==> src/rtl/serial_mag_comp_if.sv <==
// Operand/result handshake bundle for the bit-serial magnitude comparator.
// The master side supplies operands and consumes results; the slave is the comparator.
interface serial_mag_comp_if #(
    parameter int WIDTH = 8,
    parameter int CW    = $clog2(WIDTH + 1)
);
    logic             in_valid;
    logic             in_ready;
    logic [WIDTH-1:0] a;
    logic [WIDTH-1:0] b;
    logic             out_valid;
    logic             out_ready;
    logic             yg;
    logic             yl;
    logic             ye;
    logic             busy;
    logic [CW-1:0]    bit_cnt;

    modport master (
        output in_valid, a, b, out_ready,
        input  in_ready, out_valid, yg, yl, ye, busy, bit_cnt
    );

    modport slave (
        input  in_valid, a, b, out_ready,
        output in_ready, out_valid, yg, yl, ye, busy, bit_cnt
    );
endinterface

==> src/rtl/serial_mag_comp.sv <==
// Bit-serial unsigned magnitude comparator: one MSB-first bit pair per clock,
// registered one-hot greater/lesser/equal result behind a valid/ready handshake.
module serial_mag_comp #(
    parameter int WIDTH      = 8,
    parameter int EARLY_EXIT = 1,
    parameter int CW         = $clog2(WIDTH + 1)
) (
    input  logic                clk,
    input  logic                rst,
    serial_mag_comp_if.slave    bus
);
    typedef enum logic [1:0] {
        IDLE,
        COMPARE,
        DONE
    } state_t;

    localparam logic [CW-1:0] LAST_CNT = CW'(WIDTH - 1);

    state_t           state_q, state_d;
    logic [WIDTH-1:0] sa_q, sa_d;
    logic [WIDTH-1:0] sb_q, sb_d;
    logic [CW-1:0]    cnt_q, cnt_d;
    logic             yg_q, yg_d;
    logic             yl_q, yl_d;
    logic             ye_q, ye_d;

    logic msb_a, msb_b, pair_differs, recorded;

    assign msb_a        = sa_q[WIDTH-1];
    assign msb_b        = sb_q[WIDTH-1];
    assign pair_differs = msb_a ^ msb_b;
    // yg/yl double as the "first difference seen" record during a full scan.
    assign recorded     = yg_q | yl_q;

    always_ff @(posedge clk or posedge rst) begin
        if (rst) begin
            state_q <= IDLE;
            sa_q    <= '0;
            sb_q    <= '0;
            cnt_q   <= '0;
            yg_q    <= 1'b0;
            yl_q    <= 1'b0;
            ye_q    <= 1'b0;
        end else begin
            state_q <= state_d;
            sa_q    <= sa_d;
            sb_q    <= sb_d;
            cnt_q   <= cnt_d;
            yg_q    <= yg_d;
            yl_q    <= yl_d;
            ye_q    <= ye_d;
        end
    end

    always_comb begin
        state_d = state_q;
        sa_d    = sa_q;
        sb_d    = sb_q;
        cnt_d   = cnt_q;
        yg_d    = yg_q;
        yl_d    = yl_q;
        ye_d    = ye_q;
        unique case (state_q)
            IDLE: begin
                if (bus.in_valid) begin
                    sa_d    = bus.a;
                    sb_d    = bus.b;
                    cnt_d   = '0;
                    yg_d    = 1'b0;
                    yl_d    = 1'b0;
                    ye_d    = 1'b0;
                    state_d = COMPARE;
                end
            end
            COMPARE: begin
                cnt_d = cnt_q + 1'b1;
                sa_d  = {sa_q[WIDTH-2:0], 1'b0};
                sb_d  = {sb_q[WIDTH-2:0], 1'b0};
                if (pair_differs && !recorded) begin
                    yg_d = msb_a & ~msb_b;
                    yl_d = ~msb_a & msb_b;
                end
                if (pair_differs && (EARLY_EXIT != 0)) begin
                    state_d = DONE;
                end else if (cnt_q == LAST_CNT) begin
                    ye_d    = ~(recorded | pair_differs);
                    state_d = DONE;
                end
            end
            DONE: begin
                if (bus.out_ready) state_d = IDLE;
            end
            default: state_d = IDLE;
        endcase
    end

    assign bus.in_ready  = (state_q == IDLE);
    assign bus.busy      = (state_q == COMPARE);
    assign bus.out_valid = (state_q == DONE);
    assign bus.yg        = yg_q;
    assign bus.yl        = yl_q;
    assign bus.ye        = ye_q;
    assign bus.bit_cnt   = cnt_q;
endmodule

==> src/flat_wrapper.sv <==
// flat-port wrapper written by rule: the top's interface ports become plain ports
module serial_mag_comp_flat 
#(
    parameter int WIDTH      = 8,
    parameter int EARLY_EXIT = 1,
    parameter int CW         = $clog2(WIDTH + 1)
)
  (clk, rst, bus_in_valid, bus_a, bus_b, bus_out_ready, bus_in_ready, bus_out_valid, bus_yg, bus_yl, bus_ye, bus_busy, bus_bit_cnt);
  serial_mag_comp_if #(.WIDTH(WIDTH), .CW(CW)) bus_i ();
  input  logic clk;
  input  logic rst;
  input wire logic [$bits(bus_i.in_valid)-1:0] bus_in_valid;
  input wire logic [$bits(bus_i.a)-1:0] bus_a;
  input wire logic [$bits(bus_i.b)-1:0] bus_b;
  input wire logic [$bits(bus_i.out_ready)-1:0] bus_out_ready;
  output wire logic [$bits(bus_i.in_ready)-1:0] bus_in_ready;
  output wire logic [$bits(bus_i.out_valid)-1:0] bus_out_valid;
  output wire logic [$bits(bus_i.yg)-1:0] bus_yg;
  output wire logic [$bits(bus_i.yl)-1:0] bus_yl;
  output wire logic [$bits(bus_i.ye)-1:0] bus_ye;
  output wire logic [$bits(bus_i.busy)-1:0] bus_busy;
  output wire logic [$bits(bus_i.bit_cnt)-1:0] bus_bit_cnt;
  assign bus_i.in_valid = bus_in_valid;
  assign bus_i.a = bus_a;
  assign bus_i.b = bus_b;
  assign bus_i.out_ready = bus_out_ready;
  assign bus_in_ready = bus_i.in_ready;
  assign bus_out_valid = bus_i.out_valid;
  assign bus_yg = bus_i.yg;
  assign bus_yl = bus_i.yl;
  assign bus_ye = bus_i.ye;
  assign bus_busy = bus_i.busy;
  assign bus_bit_cnt = bus_i.bit_cnt;
  serial_mag_comp #(.WIDTH(WIDTH), .EARLY_EXIT(EARLY_EXIT), .CW(CW)) u_core (.clk(clk), .rst(rst), .bus(bus_i));
endmodule
==> config.mk <==
export PLATFORM = sky130hd
export DESIGN_NAME = serial_mag_comp_flat
export DESIGN_NICKNAME = d
export VERILOG_FILES = /design/src/rtl/serial_mag_comp_if.sv /design/src/rtl/serial_mag_comp.sv /design/src/flat_wrapper.sv
export SDC_FILE = /design/constraint.sdc
export NUM_CORES = 1
export LEC_CHECK = 0
export BUFFER_PORTS_ARGS = -buffer_cell sky130_fd_sc_hd__buf_2
export CORE_ASPECT_RATIO = 0.75
export CORE_UTILIZATION = 52
export DETAILED_ROUTE_END_ITERATION = 8
export PLACE_DENSITY = 0.83
export RECOVER_POWER = 100
export SLEW_MARGIN = 20
export SYNTH_ARGS = -nofsm -noshare
export SYNTH_HDL_FRONTEND = slang
export SYNTH_SLANG_ARGS = --single-unit
==> constraint.sdc <==
create_clock -name clk -period 1.99 [get_ports clk]
set_input_delay 0.2985 -clock clk [delete_from_list [all_inputs] [get_ports clk]]
set_output_delay 0.2985 -clock clk [all_outputs]
set_load 0.03 [all_outputs]
[After elaboration in Yosys (flattened, before gate mapping)]
Cells that the tools add are included.
Storage, ports and cells
  bits in registers: 25
  input bits: 20
  output and inout port bits: 10
  word-level logic and storage cells: 52
Cells by class
  add/sub/neg operators: 1
  equality and inequality tests: 9
  mux-type cells: 19
  bitwise logic cells: 8
  reduce and logical (&&, ||, !) cells: 8
Operators by type and width (count)
  $pmux W8 S2: 2
  $mux W8: 2
  $mux W2: 4
  $pmux W4 S2: 1
  $ne A2 B2 Y1 const B: 3
  $pmux W1 S2: 3
  $pmux W2 S3: 1
  $reduce_and A3 Y1: 2
  $mux W1: 5
  $add A4 B1 Y4 const B: 1
  $eq A4 B3 Y1 const B: 1
  $mux W4: 1
  $ne A2 B1 Y1 const B: 2
  $reduce_and A4 Y1: 1
  $ne A3 B1 Y1 const B: 1
  $not A1 Y1: 3
  $and A1 B1 Y1: 2
  $eq A2 B1 Y1 const B: 1
  $eq A2 B2 Y1 const B: 1
  $logic_not A2 Y1: 1
  $or A1 B1 Y1: 2
  $reduce_and A2 Y1: 1
  $reduce_bool A2 Y1: 1
  $logic_and A1 B1 Y1: 1
  other kinds (2): 2

[Logic depth before layout (Yosys ltp)]
  depth after elaboration: 6
  mapped depth: 5
  mapped depth without buffers: 5

[Worst setup path after synthesis]
OpenSTA, ideal clock, no wires.
  kind: register to register
  start: register u_core.cnt_q[0], in the netlist u_core.bus.bit_cnt[0]
  end: register u_core.ye_q, in the netlist u_core.bus.ye
  library setup time: 0.122 ns
  data arrival time: 1.412 ns
  data required time: 1.868 ns
  setup slack: 0.456 ns
  cell stages (with the launch flop): 5
  path buffers: 0
  clock period less this slack: 1.534 ns
  cell sequence: dfrtp_1 -> ha_1 -> nand3b_1 -> mux2_2 -> a32o_1
On the way
  word-level cells in the longest chain between the ends: 3
Ends and longest elaborated chain
  from (decl): line serial_mag_comp.sv:23  | logic [CW-1:0] cnt_q, cnt_d;
  from (signal assigned): line serial_mag_comp.sv:49  | cnt_q <= cnt_d;
  $eq A4 B3 Y1: line serial_mag_comp.sv:86  | end else if (cnt_q == LAST_CNT) begin
  $ne A2 B1 Y1 (no line)
  $reduce_and A4 Y1 (no line)
  to (signal assigned): line serial_mag_comp.sv:52  | ye_q <= ye_d;
  to (decl): line serial_mag_comp.sv:26  | logic ye_q, ye_d;
No other way between the ends.
A chain may end at the register's enable or synchronous reset.

[Final worst setup path]
  start: register u_core.state_q[1]
  end: output bus_busy
On the way
  word-level cells in the longest chain between the ends: 1
Ends and longest elaborated chain
  from (decl): line serial_mag_comp.sv:20  | state_t state_q, state_d;
  from (signal assigned): line serial_mag_comp.sv:46  | state_q <= state_d;
  $eq A2 B1 Y1: line serial_mag_comp.sv:99  | assign bus.busy = (state_q == COMPARE);
  to (decl): line flat_wrapper.sv:21  | output wire logic [$bits(bus_i.busy)-1:0] bus_busy;
No other way between the ends.

==> metrics.log <==
INFO  metric post_drt_via_cell_ratio = ~5.3
INFO  metric met1Wirelength = roughly 1.1 mm
INFO  metric cell_int_power = about 1.2 mW
INFO  metric dpl_worst_slack = approximately 0.45 ns
INFO  metric syn_inst = 108
INFO  metric min_period = approximately 1.8 ns
INFO  metric cts_htree_levels = 1
INFO  metric clk_pin_slew_worst_paths = 0.12 ns
INFO  metric track_usage = a little over a fifth
INFO  metric postSynthNetCount = between 100 and 150
INFO  metric clock_tree.buffer_depth = 2
INFO  metric seq_power_share = about two fifths
INFO  metric drt_first_pass_iters = 4
INFO  metric relSlewSlack = 59.4%
INFO  metric drtAntennaViolNets = 0
INFO  metric layout_common_cells = 25 x sky130_fd_sc_hd__dfrtp_1, 19 x sky130_fd_sc_hd__buf_2, 18 x sky130_fd_sc_hd__nand2_1
INFO  metric grt_pass1_wl = ~3.9 mm
INFO  metric post_cts.repair.setup_buffers = 0
INFO  metric finClkSkew = about 0.0099 ns
INFO  metric final-hold-violation-count = 0
INFO  metric critical_path_arrival = roughly 1.5 ns
INFO  metric synth_top_area_share = roughly 50%
INFO  metric netSwitchingPower = about 0.9 mW
INFO  metric rsz0062_at_grt = no
INFO  metric pin_count_of_the_biggest_net_entering_global_routing = 33
INFO  metric total_via_count_in_the_routed_design = about 900
INFO  metric fin_area = ~0.0014 mm2
INFO  metric finalCritPeriodShare = about nine tenths
INFO  metric clock_tree.root_cell = sky130_fd_sc_hd__clkbuf_4
INFO  metric comb_power_share = 47.9%
INFO  metric die_width = slightly below 60 um
INFO  metric netlist.top_cell.by_area = sky130_fd_sc_hd__dfrtp_1
INFO  metric boundaryPins = 30
INFO  metric synth-seq-cells = 25
INFO  metric synth_flop_cell = sky130_fd_sc_hd__dfrtp_1
INFO  metric final_critical_path_setup_slack = roughly 0.19 ns
INFO  metric die_height = approximately 44 um
INFO  metric mean_instance_size_in_the_synthesized_netlist = approximately 12 um2
INFO  metric maxUsedRoutingLayer = met4
INFO  metric netlist_top_cells_area = sky130_fd_sc_hd__dfrtp_1 50%, sky130_fd_sc_hd__mux2i_1 11%, sky130_fd_sc_hd__nand2_1 5.4%
INFO  metric asyncSetResetFlopFracSynth = 100%
INFO  metric remaining_drc_errors = 0
INFO  metric power.density_cell_area = 1520 mW/mm2
INFO  metric timing_max_transition_violations_final = 0
INFO  metric vdd.ir_drop.worst = 0.679 mV
INFO  metric clock_insertion_delay_worst_skew = 0.33 ns
INFO  metric cp_max_fo = 13
INFO  metric fin_worst_hold_slack = about 0.21 ns
INFO  metric cts_sinks = 25
INFO  metric core-area = between 0.002 and 0.0025 mm2
INFO  metric final-setup-viol-count = 0
INFO  metric initial_antenna_violation_count = 0
INFO  metric number_of_global_route_vias_before_repair = 860
INFO  metric row_count = 14
INFO  metric netSwitchingFraction = between 40 and 50%
INFO  metric kind_of_critical_path = register to output pin
INFO  metric first_iter_violations = 17
INFO  metric mostFrequentLayoutCell = sky130_fd_sc_hd__dfrtp_1
INFO  metric drt-wirelength-per-cell = 13.9 um
INFO  metric grt_overflow = 0
INFO  metric ys.warnings.count = 0
INFO  metric cts_tree = built
INFO  metric worst_slew_pin_slew = 0.608 ns
INFO  metric fmax = 555 MHz
INFO  metric synth-seq-area-share = 50.2%
INFO  metric layout-drive-gt1-share = ~22%
INFO  metric pwr-share-clk = 10.7%
INFO  metric syn_std_cell_area = 0.00125 mm2
INFO  metric static_leakage_power = ~0.67 nW
INFO  metric worst_hold_path_type = input pin to register
INFO  metric die-area = 0.00260 mm2
INFO  metric critical_path_required = 1.69 ns
INFO  metric placed_cell_area = about 0.0014 mm2
INFO  metric nNetsFinal = 163
INFO  metric wl_met3 = ~140 um
INFO  metric finalWeightedCongestion = around 0.76
INFO  metric critPathLaunchType = register
INFO  metric post_synth_num_cell_types = 27
INFO  metric synth_enable_flop_cells = 0
INFO  metric max_cap_viol_count = 0
INFO  metric run_status = finished, final reports clean
INFO  metric io_buffer_count = 29
INFO  metric diodes = 0
INFO  metric initial_utilization = 58.3%
INFO  metric tns = 0 ns
INFO  metric cts_made_buffers = 3
INFO  metric routed_wl = 2.38 mm
INFO  metric timing.critical_path.to_type = output pin
INFO  metric detailed_place_hpwl = 1.74 mm
INFO  metric dr_wl_met2 = about 1.1 mm
INFO  metric area_growth_syn_to_layout = 12.7%
[power by group through the flow]
stage / Clock (mW) / Combinational (mW) / Sequential [mW]
2_1_floorplan: 0 / 0.862 / 0.940
6_report: 0.228 / 1.02 / 0.887
5_1_grt: 0.258 / 1.14 / 0.913
3_5_place_dp: 0 / 1.10 / 0.901
3_3_place_gp: 0 / 1.05 / 0.877
4_1_cts: 0.238 / 1.10 / 0.887
[what timing repair did]
item / in CTS / in global routing
setup endpoints to repair: 0 / 0
hold endpoints to repair: 2 / 0
resized for setup: 0 / 0
hold buffers: 1 / 0
[critical path, cell delays in order (launching register included)]
cell                       delay, ns
sky130_fd_sc_hd__dfrtp_1        0.47
sky130_fd_sc_hd__nor2b_4        0.35
sky130_fd_sc_hd__clkbuf_1       0.36
[metrics by stage]
step / util, % / power, mW / std cells
finish: 65.7 / 2.14 / 171
global route: 65.7 / 2.31 / 171
CTS: 67.3 / 2.23 / 171
detailed placement: 65.6 / 2.00 / 166
global placement: 65.6 / 1.93 / 166
floorplan: - / 1.80 / 108
[area by class of cell]
| class | count | area (um2) |
|---|---|---|
| Fill cell | 193 | 733 |
| Sequential cell | 25 | 626 |
| Multi-Input combinational cell | 73 | 524 |
| Timing Repair Buffer | 33 | 173 |
| Tap cell | 32 | 40.0 |
| Clock buffer | 4 | 26.3 |
| Inverter | 4 | 15.0 |
[logic make-up after synthesis]
group	synth area share, %
simple gates	11.6
flops	50.2
compound gates	14.2
mux	14.0
buf+inv	6.32
fa+ha+maj	3.01
xor+xnor	0.703
[cells in the mapped netlist, types with 2 or more instances]
cell type	n
sky130_fd_sc_hd__o21a_1	2
sky130_fd_sc_hd__o21ai_2	4
sky130_fd_sc_hd__a22o_1	4
sky130_fd_sc_hd__inv_1	4
sky130_fd_sc_hd__dfrtp_1	25
sky130_fd_sc_hd__mux2i_1	14
sky130_fd_sc_hd__nor2_1	2
sky130_fd_sc_hd__ha_1	3
sky130_fd_sc_hd__a32o_1	3
sky130_fd_sc_hd__buf_2	2
sky130_fd_sc_hd__o21ai_1	9
sky130_fd_sc_hd__nand3_1	2
sky130_fd_sc_hd__mux2_2	3
sky130_fd_sc_hd__nand2_1	18
[layer usage]
metal / vias to the layer above / global-route usage [%]
met5: - / 0
met4: 0 / 8.10
met3: 6 / 7.02
met2: 27 / 32.6
met1: 422 / 27.2
li1: 444 / -
[worst paths after layout]
path / from / end / slack [ns] / depth (start not counted)
max in group asynchronous: rst / u_core.sb_q[4] / 0.93 / 4
min in group asynchronous: rst / u_core.bus.yg / 0.66 / 4
max: u_core.state_q[1] / bus_busy / 0.19 / 2
min reg2reg: u_core.sb_q[4] / u_core.sb_q[4] / 0.50 / 2
max reg2reg: u_core.state_q[1] / u_core.sb_q[2] / 0.36 / 4
min: bus_b[0] / u_core.sb_q[0] / 0.21 / 2
[state kept, by name, indices dropped and copies added (netlist names)]
name	cells
u_core.state_q	2
u_core.bus.ye	1
u_core.bus.yl	1
u_core.bus.yg	1
u_core.bus.bit_cnt	4
u_core.sb_q	8
u_core.sa_q	8
Power figures use the tool's default switching activity.
